**src/rtl/alu_pipe_top.sv**
```systemverilog
// alu_pipe_top: RV32I/RV64I integer ALU behind a LATENCY-deep elastic valid/ready pipeline
// Define ALU_FLAGS_EN to add the out_zero/out_illegal flag outputs.
module alu_pipe_top #(
  parameter int XLEN    = 32,
  parameter int LATENCY = 2
) (
  input  logic            clk,
  input  logic            rst,
  input  logic            in_valid,
  output logic            in_ready,
  input  logic [6:0]      opcode,
  input  logic [2:0]      funct3,
  input  logic [6:0]      funct7,
  input  logic [XLEN-1:0] a,
  input  logic [XLEN-1:0] b,
  output logic            out_valid,
  input  logic            out_ready,
  output logic [XLEN-1:0] out_data
`ifdef ALU_FLAGS_EN
  ,
  output logic            out_zero,
  output logic            out_illegal
`endif
);
  localparam int L  = LATENCY;
  localparam int F  = (L == 1) ? 0 : 1;
  localparam int N  = L - F;
  localparam int SW = $clog2(XLEN);
`ifdef ALU_FLAGS_EN
  localparam int W = XLEN + 2;
`else
  localparam int W = XLEN;
`endif
  logic [L-1:0] v, ld, v_src;
  logic c, is_r, is_i;
  logic [4:0] op_d, alu_op;
  logic [XLEN-1:0] alu_a, alu_b, y, sra;
  logic [SW-1:0] sh;
  logic [W-1:0] res_d;
  logic [W-1:0] res_q [N];
  logic [W-1:0] res_src [N];
  assign is_r = opcode == 7'b0110011;
  assign is_i = opcode == 7'b0010011;
  // op encoding: {illegal, alt (SUB/SRA), funct3}
  assign op_d = {!(is_r || is_i), funct7[5] && (funct3 == 3'b101 || (funct3 == 3'b000 && is_r)), funct3};
  if (L == 1) begin : g_comb
    assign alu_op = op_d;
    assign alu_a  = a;
    assign alu_b  = b;
  end else begin : g_dec
    logic [4:0] op_q;
    logic [XLEN-1:0] a_q, b_q;
    always_ff @(posedge clk)
      if (rst) begin
        op_q <= '0;
        a_q  <= '0;
        b_q  <= '0;
      end else if (ld[0] && in_valid) begin
        op_q <= op_d;
        a_q  <= a;
        b_q  <= b;
      end
    assign alu_op = op_q;
    assign alu_a  = a_q;
    assign alu_b  = b_q;
  end
  assign sh  = alu_b[SW-1:0];
  assign sra = $signed(alu_a) >>> sh;
  always_comb begin
    case (alu_op[2:0])
      3'b000:  y = alu_op[3] ? alu_a - alu_b : alu_a + alu_b;
      3'b001:  y = alu_a << sh;
      3'b010:  y = {{(XLEN-1){1'b0}}, $signed(alu_a) < $signed(alu_b)};
      3'b011:  y = {{(XLEN-1){1'b0}}, alu_a < alu_b};
      3'b100:  y = alu_a ^ alu_b;
      3'b101:  y = alu_op[3] ? sra : alu_a >> sh;
      3'b110:  y = alu_a | alu_b;
      default: y = alu_a & alu_b;
    endcase
    if (alu_op[4]) y = '0;
  end
`ifdef ALU_FLAGS_EN
  assign res_d = {alu_op[4], y == '0, y};
`else
  assign res_d = y;
`endif
  // A stage may load when empty or when its occupant leaves on the same edge.
  always_comb begin
    ld = '0;
    c  = out_ready;
    for (int i = L - 1; i >= 0; i--) begin
      c     = !v[i] || c;
      ld[i] = c;
    end
  end
  assign v_src = L'({v, in_valid});
  always_ff @(posedge clk)
    if (rst) v <= '0;
    else v <= (ld & v_src) | (~ld & v);
  always_comb begin
    res_src[0] = res_d;
    for (int j = 1; j < N; j++) res_src[j] = res_q[j-1];
  end
  always_ff @(posedge clk)
    for (int j = 0; j < N; j++)
      if (rst) res_q[j] <= '0;
      else if (ld[F+j] && v_src[F+j]) res_q[j] <= res_src[j];
  assign in_ready  = ld[0] && !rst;
  assign out_valid = v[L-1];
  assign out_data  = res_q[N-1][XLEN-1:0];
`ifdef ALU_FLAGS_EN
  assign out_zero    = res_q[N-1][XLEN];
  assign out_illegal = res_q[N-1][XLEN+1];
`endif
endmodule

```
**config.mk**
```make
export PLATFORM = sky130hd
export DESIGN_NAME = alu_pipe_top
export DESIGN_NICKNAME = d
export VERILOG_FILES = /design/src/rtl/alu_pipe_top.sv
export SDC_FILE = /design/constraint.sdc
export NUM_CORES = 1
export LEC_CHECK = 0
export ABC_AREA = 1
export CAP_MARGIN = 20
export CORE_UTILIZATION = 35
export DETAILED_ROUTE_END_ITERATION = 7
export PLACE_DENSITY = 0.54
export SKIP_LAST_GASP = 1
export SYNTH_ARGS = -nofsm -noshare
export SYNTH_HDL_FRONTEND = slang
export SYNTH_SLANG_ARGS = --single-unit
```
**constraint.sdc**
```tcl
create_clock -name clk -period 8.1 [get_ports clk]
set_clock_uncertainty 0.05 [all_clocks]
set_input_delay 1.62 -clock clk [delete_from_list [all_inputs] [get_ports clk]]
set_output_delay 1.62 -clock clk [all_outputs]
set_load 0.01 [all_outputs]
```
==> run metrics <==
status finished clean; Clock Root Buffer clkbuf_16; largest family of logic cells by synthesized area simple AND/OR/NAND/NOR gates; Final setup violation count 0; initial cell density of the core 35.5%; Simple-Gate Fraction of Synth Area 40.5%; DRC violations left 0; most common cell after layout, fill and taps aside nand2_1; TritonCTS clock tree yes; mean area per synthesized cell 5.67 µm²; Net count, final 2559; setup repair after global routing missed its margin no; count of flip-flops with a built-in enable after synthesis 32; antenna fix cells 0; count of different cell masters after synthesis 53; fmax about 220 MHz; summed negative setup slack over all endpoints 0 ns; drt total wl around 66000 µm; main flop type after synthesis dfxtp_1; Yosys top cell by area nand2_1; number of instances in the synthesized netlist roughly 2400; total number of vias 15800; area delta synth->final 11.6%; leading post-synthesis cells by cell area nand2_1, nand3_1, dfxtp_1; power after layout 0.00207 W; residual overflow from global routing 0; Final period util 56.7%; first-pass GRT wire length 96300 µm; half-perimeter wire length after detailed placement 52000 µm; largest net degree at the start of global routing 110; Critical R2R Launch alu_b[1]$_SDFFE_PP0P_; top library cells by usage in the layout, fill and taps aside nand2_1, nand3_1, inv_1, a21oi_1, nor2_1; chip height roughly 200 µm; die width 197 µm; share of the synthesized area in compound gates (AO/OA/AOI/OAI) between 10% and 20%; xor-xnor portion of the synthesized cell area 0.131%; critical path class input port to output pin; Hold Startpoint alu_b[30]$_SDFFE_PP0P_; fraction of layout instances using a drive strength above 1 3.41%; hold-fix buffers at CTS 0; data arrival time of the worst path 2.92 ns; number of setup buffers added after CTS 0; maximum buffer depth of the clock tree 2; kind of end point of the critical path output pin; Die Outline Area 39000 µm²; maximum level of the CTS H-tree 3; Synth Register Bits 103; R2R cell count 13; Max transition margin 24.2%; port bufs around 110; clock slew at reported path FFs roughly 0.080 ns; share of synthesized flip-flops with an asynchronous set or reset 0%; wire length per cell 23.0 µm; number of detailed-route iterations in the first pass 6; Synth Net Count 2543; Routed Antenna Nets 0; sequential element share of the synthesized area 17.8%; mapped cell area 13400 µm²; worst-case hold path end point alu_b[30]$_SDFFE_PP0P_; starting DRC count in detailed routing 1575; total count of hold-check failures in the final report 0; count of pins over their slew limit 0; total clock sinks between 100 and 150; peak ir drop on the vdd network ~120 µV; worst min-delay path category register to register; proportion of netlist area held by the largest area contributor approximately a fifth; kind of start point of the critical path input port; GP Congestion between 0.9 and 1; cell leakage power 7.08 nW; Placeable Area 37700 µm²; reg-to-reg critical path endpoint res_q[0][25]$_SDFFCE_PP0P_; slack of the critical path 3.51 ns; Std-Cell Rows 71; post-route minimum period 4.59 ns; total global-route track usage 33.8%; via count of the first global-routing pass about 15000; transition at the pin with the smallest max-transition slack about 1.1 ns; initial antenna violation count 1; number of maximum-capacitance constraint violations 0; maximum fanout along the worst path 3; Ports 119; share of synthesized cell area in full adder, half adder and majority cells 9.56%; number of cells traversed by the worst hold path 2; slack of the worst reg-to-reg path 4.22 ns; vias per std cell 5.48; Critical Path RT ~6.4 ns; total CTS buffers 9; share of synthesized area spent on multiplexers 0.225%; number of resized instances in the post-cts repair step 0; clock insertion delay at the later pin of the skew report approximately 0.40 ns; setup slack at placement 3.50 ns; pwr/cell area between 100 and 150 nW/µm²; count of synthesis-stage warnings from yosys 0
==> layout make-up <==
type	instances	area, µm²
clock buffer	12	246
inverter	278	1050
tap	511	639
timing repair buffer	129	1250
sequential	103	2390
fill	4320	22700
clock inverter	4	31.3
multi-input combinational	1852	9330
==> sequential cells by signal, summed over array words and instances (netlist names), named ones only <==
name and flops:
alu_a 32, alu_b 32, alu_op 5, res_q 32
==> how the worst max path moves through the flow <==
stage	startpoint	to	cells past startpoint
floorplan	rst	in_ready	4
global placement	out_ready	in_ready	6
detailed placement	out_ready	in_ready	6
CTS	out_ready	in_ready	6
global route	out_ready	in_ready	6
finish	out_ready	in_ready	6
==> worst max-delay path, cell delays in order <==
cell and delay [ns]:
clkdlybuf4s50_1 0.45, inv_1 0.04, nand3_1 0.15, nand2_1 0.07
inv_1 0.05, clkdlybuf4s50_1 0.53
==> report_power, final <==
part / switching, W / internal [W] / total (W)
Clock: 0.000234 / 0.000220 / 0.000454
Sequential: 0.0000392 / 0.000570 / 0.000609
Combinational: 0.000709 / 0.000300 / 0.00101
==> cells by family (layout without fill, tap and decap cells) <==
logic type      count (synthesis)  in the layout
compound gates                468            468
buf+inv                       402            423
mux                             3              3
flops                         103            103
xor+xnor                        2              2
simple gates                 1278           1278
fa+ha+maj                     101            101
==> through the flow <==
| step | cell area, µm² | instances | util, % | hold WS, ns |
|---|---|---|---|---|
| global placement | 14700 | 2873 | 38.9 | 0.439 |
| CTS | 14900 | 2889 | 39.6 | 0.470 |
| global route | 14900 | 2889 | 39.6 | 0.494 |
| floorplan | 13400 | 2357 | - | 0.424 |
| finish | 14900 | 2889 | 39.6 | 0.468 |
| detailed placement | 14700 | 2873 | 38.9 | 0.458 |
==> cell usage after synthesis, types with 9 or more instances <==
| cell type | n |
|---|---|
| o21ai_0 | 157 |
| nand3_1 | 299 |
| edfxtp_1 | 32 |
| buf_4 | 9 |
| nand4_1 | 29 |
| nor3_1 | 13 |
| ha_1 | 99 |
| a21oi_1 | 203 |
| nor2_1 | 182 |
| o21bai_1 | 13 |
| clkbuf_1 | 50 |
| inv_1 | 268 |
| dfxtp_1 | 71 |
| o211ai_1 | 23 |
| buf_1 | 9 |
| nand2_2 | 10 |
| a211oi_1 | 13 |
| o21ai_1 | 22 |
| nand2_1 | 708 |
| buf_2 | 45 |
| o21a_1 | 12 |
==> layer usage <==
metal / up-vias / wire length, µm / global-route usage, %
li1: 7751 / - / -
met1: 7267 / 30000 / 46.4
met2: 729 / 29700 / 55.0
met3: 83 / 4640 / 3.93
met4: 0 / 1960 / 10.5
met5: - / 0 / 0
(Power assumes the default switching activity.)
